--- src/rtl/lsu_pkg.sv ---
// Shared definitions for the load/store unit.
// mem_op codes, FSM state encoding and default parameters.
package lsu_pkg;

   localparam int XLEN_DEF    = 32;
   localparam int TIMEOUT_DEF = 255;

   localparam logic [2:0] MOP_B  = 3'b000;
   localparam logic [2:0] MOP_H  = 3'b001;
   localparam logic [2:0] MOP_W  = 3'b010;
   localparam logic [2:0] MOP_BU = 3'b100;
   localparam logic [2:0] MOP_HU = 3'b101;

   typedef enum logic [1:0] {
      S_IDLE = 2'd0,
      S_REQ  = 2'd1,
      S_WAIT = 2'd2,
      S_DONE = 2'd3
   } state_e;

endpackage

--- src/rtl/lsu_align.sv ---
// Byte-lane steering for the LSU: store masks/data, load extraction.
// Also flags misaligned accesses and mem_op codes illegal for the direction.
module lsu_align
   import lsu_pkg::*;
#(
   parameter int XLEN = XLEN_DEF
) (
   input  logic [2:0]      mem_op,
   input  logic            we,
   input  logic [1:0]      off,
   input  logic [XLEN-1:0] wdata,
   input  logic [XLEN-1:0] bus_rdata,
   output logic [3:0]      wmask,
   output logic [XLEN-1:0] wdata_sh,
   output logic [XLEN-1:0] rdata_ext,
   output logic            illegal
);

   logic [7:0]  byte_v;
   logic [15:0] half_v;

   // Decode mem_op into lane mask, replicated store data and extended load data
   always_comb begin
      byte_v    = 8'(bus_rdata >> {off, 3'b000});
      half_v    = 16'(bus_rdata >> {off[1], 4'b0000});
      wmask     = 4'b0000;
      wdata_sh  = '0;
      rdata_ext = '0;
      illegal   = 1'b1;
      case (mem_op)
         MOP_B: begin
            illegal   = 1'b0;
            rdata_ext = {{(XLEN-8){byte_v[7]}}, byte_v};
            if (we) begin
               wmask    = 4'b0001 << off;
               wdata_sh = {(XLEN/8){wdata[7:0]}};
            end
         end
         MOP_H: begin
            illegal   = off[0];
            rdata_ext = {{(XLEN-16){half_v[15]}}, half_v};
            if (we) begin
               wmask    = 4'b0011 << off;
               wdata_sh = {(XLEN/16){wdata[15:0]}};
            end
         end
         MOP_W: begin
            illegal   = |off;
            rdata_ext = bus_rdata;
            if (we) begin
               wmask    = 4'b1111;
               wdata_sh = wdata;
            end
         end
         MOP_BU: begin
            illegal   = we;
            rdata_ext = {{(XLEN-8){1'b0}}, byte_v};
         end
         MOP_HU: begin
            illegal   = we | off[0];
            rdata_ext = {{(XLEN-16){1'b0}}, half_v};
         end
         default: ;
      endcase
   end

endmodule

--- src/rtl/lsu_ctrl.sv ---
// Load/store unit: EXU request -> single outstanding bus access -> WBU response.
// Optional bus response watchdog enabled by defining LSU_TIMEOUT_EN.
module lsu_ctrl
   import lsu_pkg::*;
#(
   parameter int XLEN           = XLEN_DEF,
   parameter int TIMEOUT_CYCLES = TIMEOUT_DEF
) (
   input  logic            clk,
   input  logic            rst,
   input  logic            req_valid,
   output logic            req_ready,
   input  logic            mem_rd,
   input  logic            mem_wr,
   input  logic [2:0]      mem_op,
   input  logic [XLEN-1:0] addr,
   input  logic [XLEN-1:0] wdata,
   output logic            resp_valid,
   input  logic            resp_ready,
   output logic [XLEN-1:0] rdata,
   output logic            resp_err,
   output logic            bus_req_valid,
   input  logic            bus_req_ready,
   output logic            bus_we,
   output logic [XLEN-1:0] bus_addr,
   output logic [XLEN-1:0] bus_wdata,
   output logic [3:0]      bus_wmask,
   input  logic            bus_resp_valid,
   input  logic [XLEN-1:0] bus_rdata
);

   state_e            state_q, state_d;
   logic              rd_q, rd_d;
   logic              we_q, we_d;
   logic [2:0]        op_q, op_d;
   logic [XLEN-1:0]   addr_q, addr_d;
   logic [XLEN-1:0]   wdata_q, wdata_d;
   logic [XLEN-1:0]   rdata_q, rdata_d;
   logic              err_q, err_d;

   logic              idle;
   logic [2:0]        al_op;
   logic              al_we;
   logic [1:0]        al_off;
   logic [3:0]        al_wmask;
   logic [XLEN-1:0]   al_wdata;
   logic [XLEN-1:0]   al_rdata;
   logic              al_illegal;

`ifdef LSU_TIMEOUT_EN
   localparam int CW = ($clog2(TIMEOUT_CYCLES + 1) < 8) ?
                       8 : $clog2(TIMEOUT_CYCLES + 1);
   logic [CW-1:0]     cnt_q, cnt_d;
`else
   logic              unused_timeout;
   assign unused_timeout = |TIMEOUT_CYCLES;
`endif

   // In IDLE the aligner checks the incoming request, otherwise the latched one
   assign idle   = (state_q == S_IDLE);
   assign al_op  = idle ? mem_op     : op_q;
   assign al_we  = idle ? mem_wr     : we_q;
   assign al_off = idle ? addr[1:0]  : addr_q[1:0];

   lsu_align #(.XLEN(XLEN)) u_align (
      .mem_op    (al_op),
      .we        (al_we),
      .off       (al_off),
      .wdata     (wdata_q),
      .bus_rdata (bus_rdata),
      .wmask     (al_wmask),
      .wdata_sh  (al_wdata),
      .rdata_ext (al_rdata),
      .illegal   (al_illegal)
   );

   // State and request/response registers
   always_ff @(posedge clk) begin
      if (rst) begin
         state_q <= S_IDLE;
         rd_q    <= 1'b0;
         we_q    <= 1'b0;
         op_q    <= 3'b000;
         addr_q  <= '0;
         wdata_q <= '0;
         rdata_q <= '0;
         err_q   <= 1'b0;
`ifdef LSU_TIMEOUT_EN
         cnt_q   <= '0;
`endif
      end else begin
         state_q <= state_d;
         rd_q    <= rd_d;
         we_q    <= we_d;
         op_q    <= op_d;
         addr_q  <= addr_d;
         wdata_q <= wdata_d;
         rdata_q <= rdata_d;
         err_q   <= err_d;
`ifdef LSU_TIMEOUT_EN
         cnt_q   <= cnt_d;
`endif
      end
   end

   // Next state: accept, bus handshake, capture and watchdog
   always_comb begin
      state_d = state_q;
      rd_d    = rd_q;
      we_d    = we_q;
      op_d    = op_q;
      addr_d  = addr_q;
      wdata_d = wdata_q;
      rdata_d = rdata_q;
      err_d   = err_q;
`ifdef LSU_TIMEOUT_EN
      cnt_d   = cnt_q;
`endif
      case (state_q)
         S_IDLE: begin
            if (req_valid) begin
               rd_d    = mem_rd;
               we_d    = mem_wr;
               op_d    = mem_op;
               addr_d  = addr;
               wdata_d = wdata;
               rdata_d = '0;
               err_d   = 1'b0;
               if (!mem_rd && !mem_wr) begin
                  state_d = S_DONE;
               end else if ((mem_rd && mem_wr) || al_illegal) begin
                  state_d = S_DONE;
                  err_d   = 1'b1;
               end else begin
                  state_d = S_REQ;
`ifdef LSU_TIMEOUT_EN
                  cnt_d   = '0;
`endif
               end
            end
         end
         S_REQ: begin
            if (bus_req_ready && bus_resp_valid) begin
               state_d = S_DONE;
               rdata_d = rd_q ? al_rdata : '0;
            end else if (bus_req_ready) begin
               state_d = S_WAIT;
            end
         end
         S_WAIT: begin
            if (bus_resp_valid) begin
               state_d = S_DONE;
               rdata_d = rd_q ? al_rdata : '0;
            end
         end
         S_DONE: begin
            if (resp_ready) begin
               state_d = S_IDLE;
            end
         end
         default: state_d = S_IDLE;
      endcase
`ifdef LSU_TIMEOUT_EN
      if ((state_q == S_REQ || state_q == S_WAIT) && state_d != S_DONE) begin
         cnt_d = cnt_q + 1'b1;
         if (cnt_q == CW'(TIMEOUT_CYCLES - 1)) begin
            state_d = S_DONE;
            err_d   = 1'b1;
            rdata_d = '0;
         end
      end
`endif
   end

   // Outputs: handshakes from state, bus fields driven only while requesting
   always_comb begin
      req_ready     = (state_q == S_IDLE);
      resp_valid    = (state_q == S_DONE);
      rdata         = rdata_q;
      resp_err      = err_q;
      bus_req_valid = (state_q == S_REQ);
      bus_we        = 1'b0;
      bus_addr      = '0;
      bus_wdata     = '0;
      bus_wmask     = 4'b0000;
      if (state_q == S_REQ) begin
         bus_we    = we_q;
         bus_addr  = {addr_q[XLEN-1:2], 2'b00};
         bus_wdata = al_wdata;
         bus_wmask = al_wmask;
      end
   end

endmodule

--- config.mk ---
export PLATFORM = sky130hd
export DESIGN_NAME = lsu_ctrl
export DESIGN_NICKNAME = d
export VERILOG_FILES = /design/src/rtl/lsu_pkg.sv /design/src/rtl/lsu_align.sv /design/src/rtl/lsu_ctrl.sv
export SDC_FILE = /design/constraint.sdc
export NUM_CORES = 1
export LEC_CHECK = 0
export CORE_MARGIN = 10
export CORE_UTILIZATION = 44
export CTS_CLUSTER_SIZE = 14
export DETAILED_ROUTE_END_ITERATION = 12
export PLACE_DENSITY = 0.81
export SLEW_MARGIN = 30
export SYNTH_ARGS = -nofsm -noshare
export SYNTH_HDL_FRONTEND = slang
export SYNTH_SLANG_ARGS = --single-unit
export TNS_END_PERCENT = 100
--- constraint.sdc ---
create_clock -name clk -period 3.4 [get_ports clk]
set_input_delay 0.68 -clock clk [delete_from_list [all_inputs] [get_ports clk]]
set_output_delay 0.68 -clock clk [all_outputs]
set_load 0.02 [all_outputs]
==> flow_summary.ini <==
[status]
status = complete, no violations

[setup_path]
ff2ff_path_depth = 9
required_ns = 2.72
reg2reg_from = state_q[0]$_SDFFE_PP0P_
critical_path_class = input pin to output pin
critPathCaptureType = output pin
setup.reg_to_reg.worst_slack_ns = 0.85
r2r_end = rdata[6]$_SDFFE_PP0P_
worstPathArrival_ns = 2.63
cp-start-kind = input pin
cp_max_fo = 8

[clock_network]
cts_root_buffer = clkbuf_16
clk_latency_ns = 0.35
cts_tree = done
cts_buffers = 9
htreeDepth = 3
clock_path_buffers = 2
cts.clk_slew.worst_paths_ns = 0.06
clock_sinks = 104
cts_hold_buf = 0

[floorplanning]
fp.coreArea_um2 = 12000
pin_count = 212
die_w_um = 130
dieArea_um2 = 17000
die_h_um = 130
rows = 40
start_util_pct = 44.8

[sta]
hold_viol = 0
finClkSkew_ns = 0.00565
fin_crit_sh_pct = 97.4
min_period_ns = 3.31
rsz0062_at_grt = true
drv_slew = 0
setup_viol = 0
slew_headroom_pct = 48.4
setup_ws_ns = 0.0894
timing.fmax_mhz = 302
tightest_slew_ns = 0.773

[synth]
synth_ff_type = dfxtp_1
synth_edf_count = 0
synth_area_per_cell_um2 = 7.63
synth_area_um2 = 5360
ys_seq_area_share_pct = 38.9
syn_inst = 702
yosysWarnings = 0
synth_cell_types = 62
synth_seq_cells = 104
ys_async_sr_fraction_pct = 0

[power_and_ir_drop]
total_power_w = 0.00483
p_int_w = 0.00290
leakage_nw = 3.06
p_switching_w = 0.00192
power.share.clock_pct = 21.6
peakVddDrop_mv = 0.412
swShare_pct = 39.8
p_per_area_nw_per_um2 = 606
power_frac_seq_pct = 31.6
power_frac_comb_pct = 46.8

[drt]
vias_per_cell = 5.55
ant_nets = 0
drtIter0Drc = 517
drt-total-wl_mm = 19.6
dr.pass1.iters = 6
drc = 0
via_count = 5857
post_drt_wl_per_cell_um = 18.5

[hold_path]
hold_end = rdata[20]$_SDFFE_PP0P_
min_from = rdata[20]$_SDFFE_PP0P_
hold_path.class = register to register
whs_path_depth = 2

[layout]
antenna_cells = 0
layout_commonest_cell = nand2_1
syn2layout_area_growth_pct = 48.7
nets = 1018
drive_gt1_share_pct = 9.02
layout_common_cells = nand2_1 (201), clkdlybuf4s50_1 (172), dfxtp_1 (104)

[global_routing]
grt_first_pass_wirelength_mm = 30.0
grt_max_degree = 71
grt.total_usage_pct = 22.4
antenna_found_initial = 2
grt_pass1_vias = 5682
overflow = 0

[job]
max_cap_violations = 0

[place]
hpwl_mm = 14.4
io_buffers = 209
place_congestion = 0.860
place_ws_ns = -0.155
[logic make-up after synthesis]
| group | synth area share [%] |
|---|---|
| AOI/OAI and AO/OA | 24.0 |
| adders and majority gates | 1.17 |
| buffers and inverters | 5.70 |
| DFF | 38.9 |
| muxes | 4.04 |
| other | 0.0700 |
| and+or+nand+nor | 26.2 |
[through the flow]
step / std cells / setup TNS (ns) / utilization (%) / cell area [um^2] / hold slack (ns)
floorplan: 703 / 0 / - / 5360 / 0.432
global placement: 1042 / -2.19 / 64.0 / 7650 / 0.436
detailed placement: 1042 / -2.45 / 64.0 / 7650 / 0.441
CTS: 1056 / -0.0434 / 66.3 / 7930 / 0.449
global route: 1056 / -0.0247 / 66.6 / 7970 / 0.469
finish: 1056 / 0 / 66.6 / 7970 / 0.445
[layout make-up]
cell class | count | area (um^2)
clock buffers | 10 | 239
multi-input cells | 536 | 3030
well taps | 147 | 184
fillers | 1021 | 3990
inverters | 9 | 33.8
clock inverters | 4 | 55.1
repair buffers | 246 | 2350
flip-flops and latches | 104 | 2080
[worst max-delay path, stage by stage]
cell and delay, ns:
clkdlybuf4s50_1 0.43, or3b_1 0.45, a21o_1 0.22, a21oi_2 0.13, buf_4 0.18, a22oi_1 0.08
nor2_1 0.10, dlygate4sd2_1 0.36
[worst max-delay path by stage]
stage | end | cells after the start | slack, ns | start
after floorplan | bus_wmask[0] | 9 | 0.43 | state_q[1]$_SDFFE_PP0P_
after global placement | bus_wdata[14] | 8 | -0.13 | mem_op[2]
after detailed placement | bus_wdata[14] | 8 | -0.15 | mem_op[2]
after CTS | bus_wdata[2] | 9 | -0.01 | state_q[0]$_SDFFE_PP0P_
after global routing | bus_wdata[13] | 9 | -0.01 | state_q[1]$_SDFFE_PP0P_
final | bus_wdata[10] | 8 | 0.09 | mem_op[2]
[cells in the mapped netlist, types with 3 or more instances]
| cell type | instances | area [um^2] |
|---|---|---|
| nand2_1 | 202 | 758 |
| a22oi_1 | 20 | 150 |
| mux2_2 | 4 | 45.0 |
| o21ai_0 | 7 | 35.0 |
| dfxtp_1 | 104 | 2080 |
| nand2b_1 | 4 | 25.0 |
| o21ai_1 | 30 | 150 |
| o22ai_1 | 3 | 18.8 |
| and2_1 | 41 | 257 |
| a222oi_1 | 9 | 90.1 |
| a21oi_1 | 92 | 460 |
| clkbuf_1 | 32 | 120 |
| mux2i_1 | 6 | 60.1 |
| a221oi_1 | 18 | 158 |
| nor2_1 | 39 | 146 |
| buf_6 | 6 | 67.6 |
| inv_1 | 8 | 30.0 |
| ha_1 | 5 | 62.6 |
| nor3_1 | 4 | 20.0 |
| nor3b_1 | 4 | 30.0 |
| buf_2 | 13 | 65.1 |
[metal layers]
metal / vias up / wire (um) / track usage (%)
met5: - / 13 / 0
met4: 2 / 494 / 7.91
met3: 36 / 2640 / 11.0
met2: 281 / 8930 / 35.3
met1: 2712 / 7490 / 25.8
li1: 2826 / - / -
[what timing repair did]
item                                   CTS  global route
endpoints found under the hold margin    0             0
setup endpoints to repair               36            24
setup buffers                            0             0
pin swaps                                0             0
resized for setup                       36             8
[power groups by stage]
| stage | Clock (W) | Sequential (W) | Combinational [W] |
|---|---|---|---|
| detailed placement | 0 | 0.00154 | 0.00219 |
| finish | 0.00104 | 0.00152 | 0.00226 |
| global placement | 0 | 0.00154 | 0.00217 |
| global route | 0.00111 | 0.00154 | 0.00246 |
| CTS | 0.00107 | 0.00152 | 0.00221 |
| floorplan | 0 | 0.00151 | 0.00147 |
[registers in the layout (all words and copies together) (netlist names)]
name      flops
resp_err      1
rdata        32
op_q          3
wdata_q      32
addr_q       32
we_q          1
rd_q          1
state_q       2
Note: power is estimated with default switching activity, not from simulation.
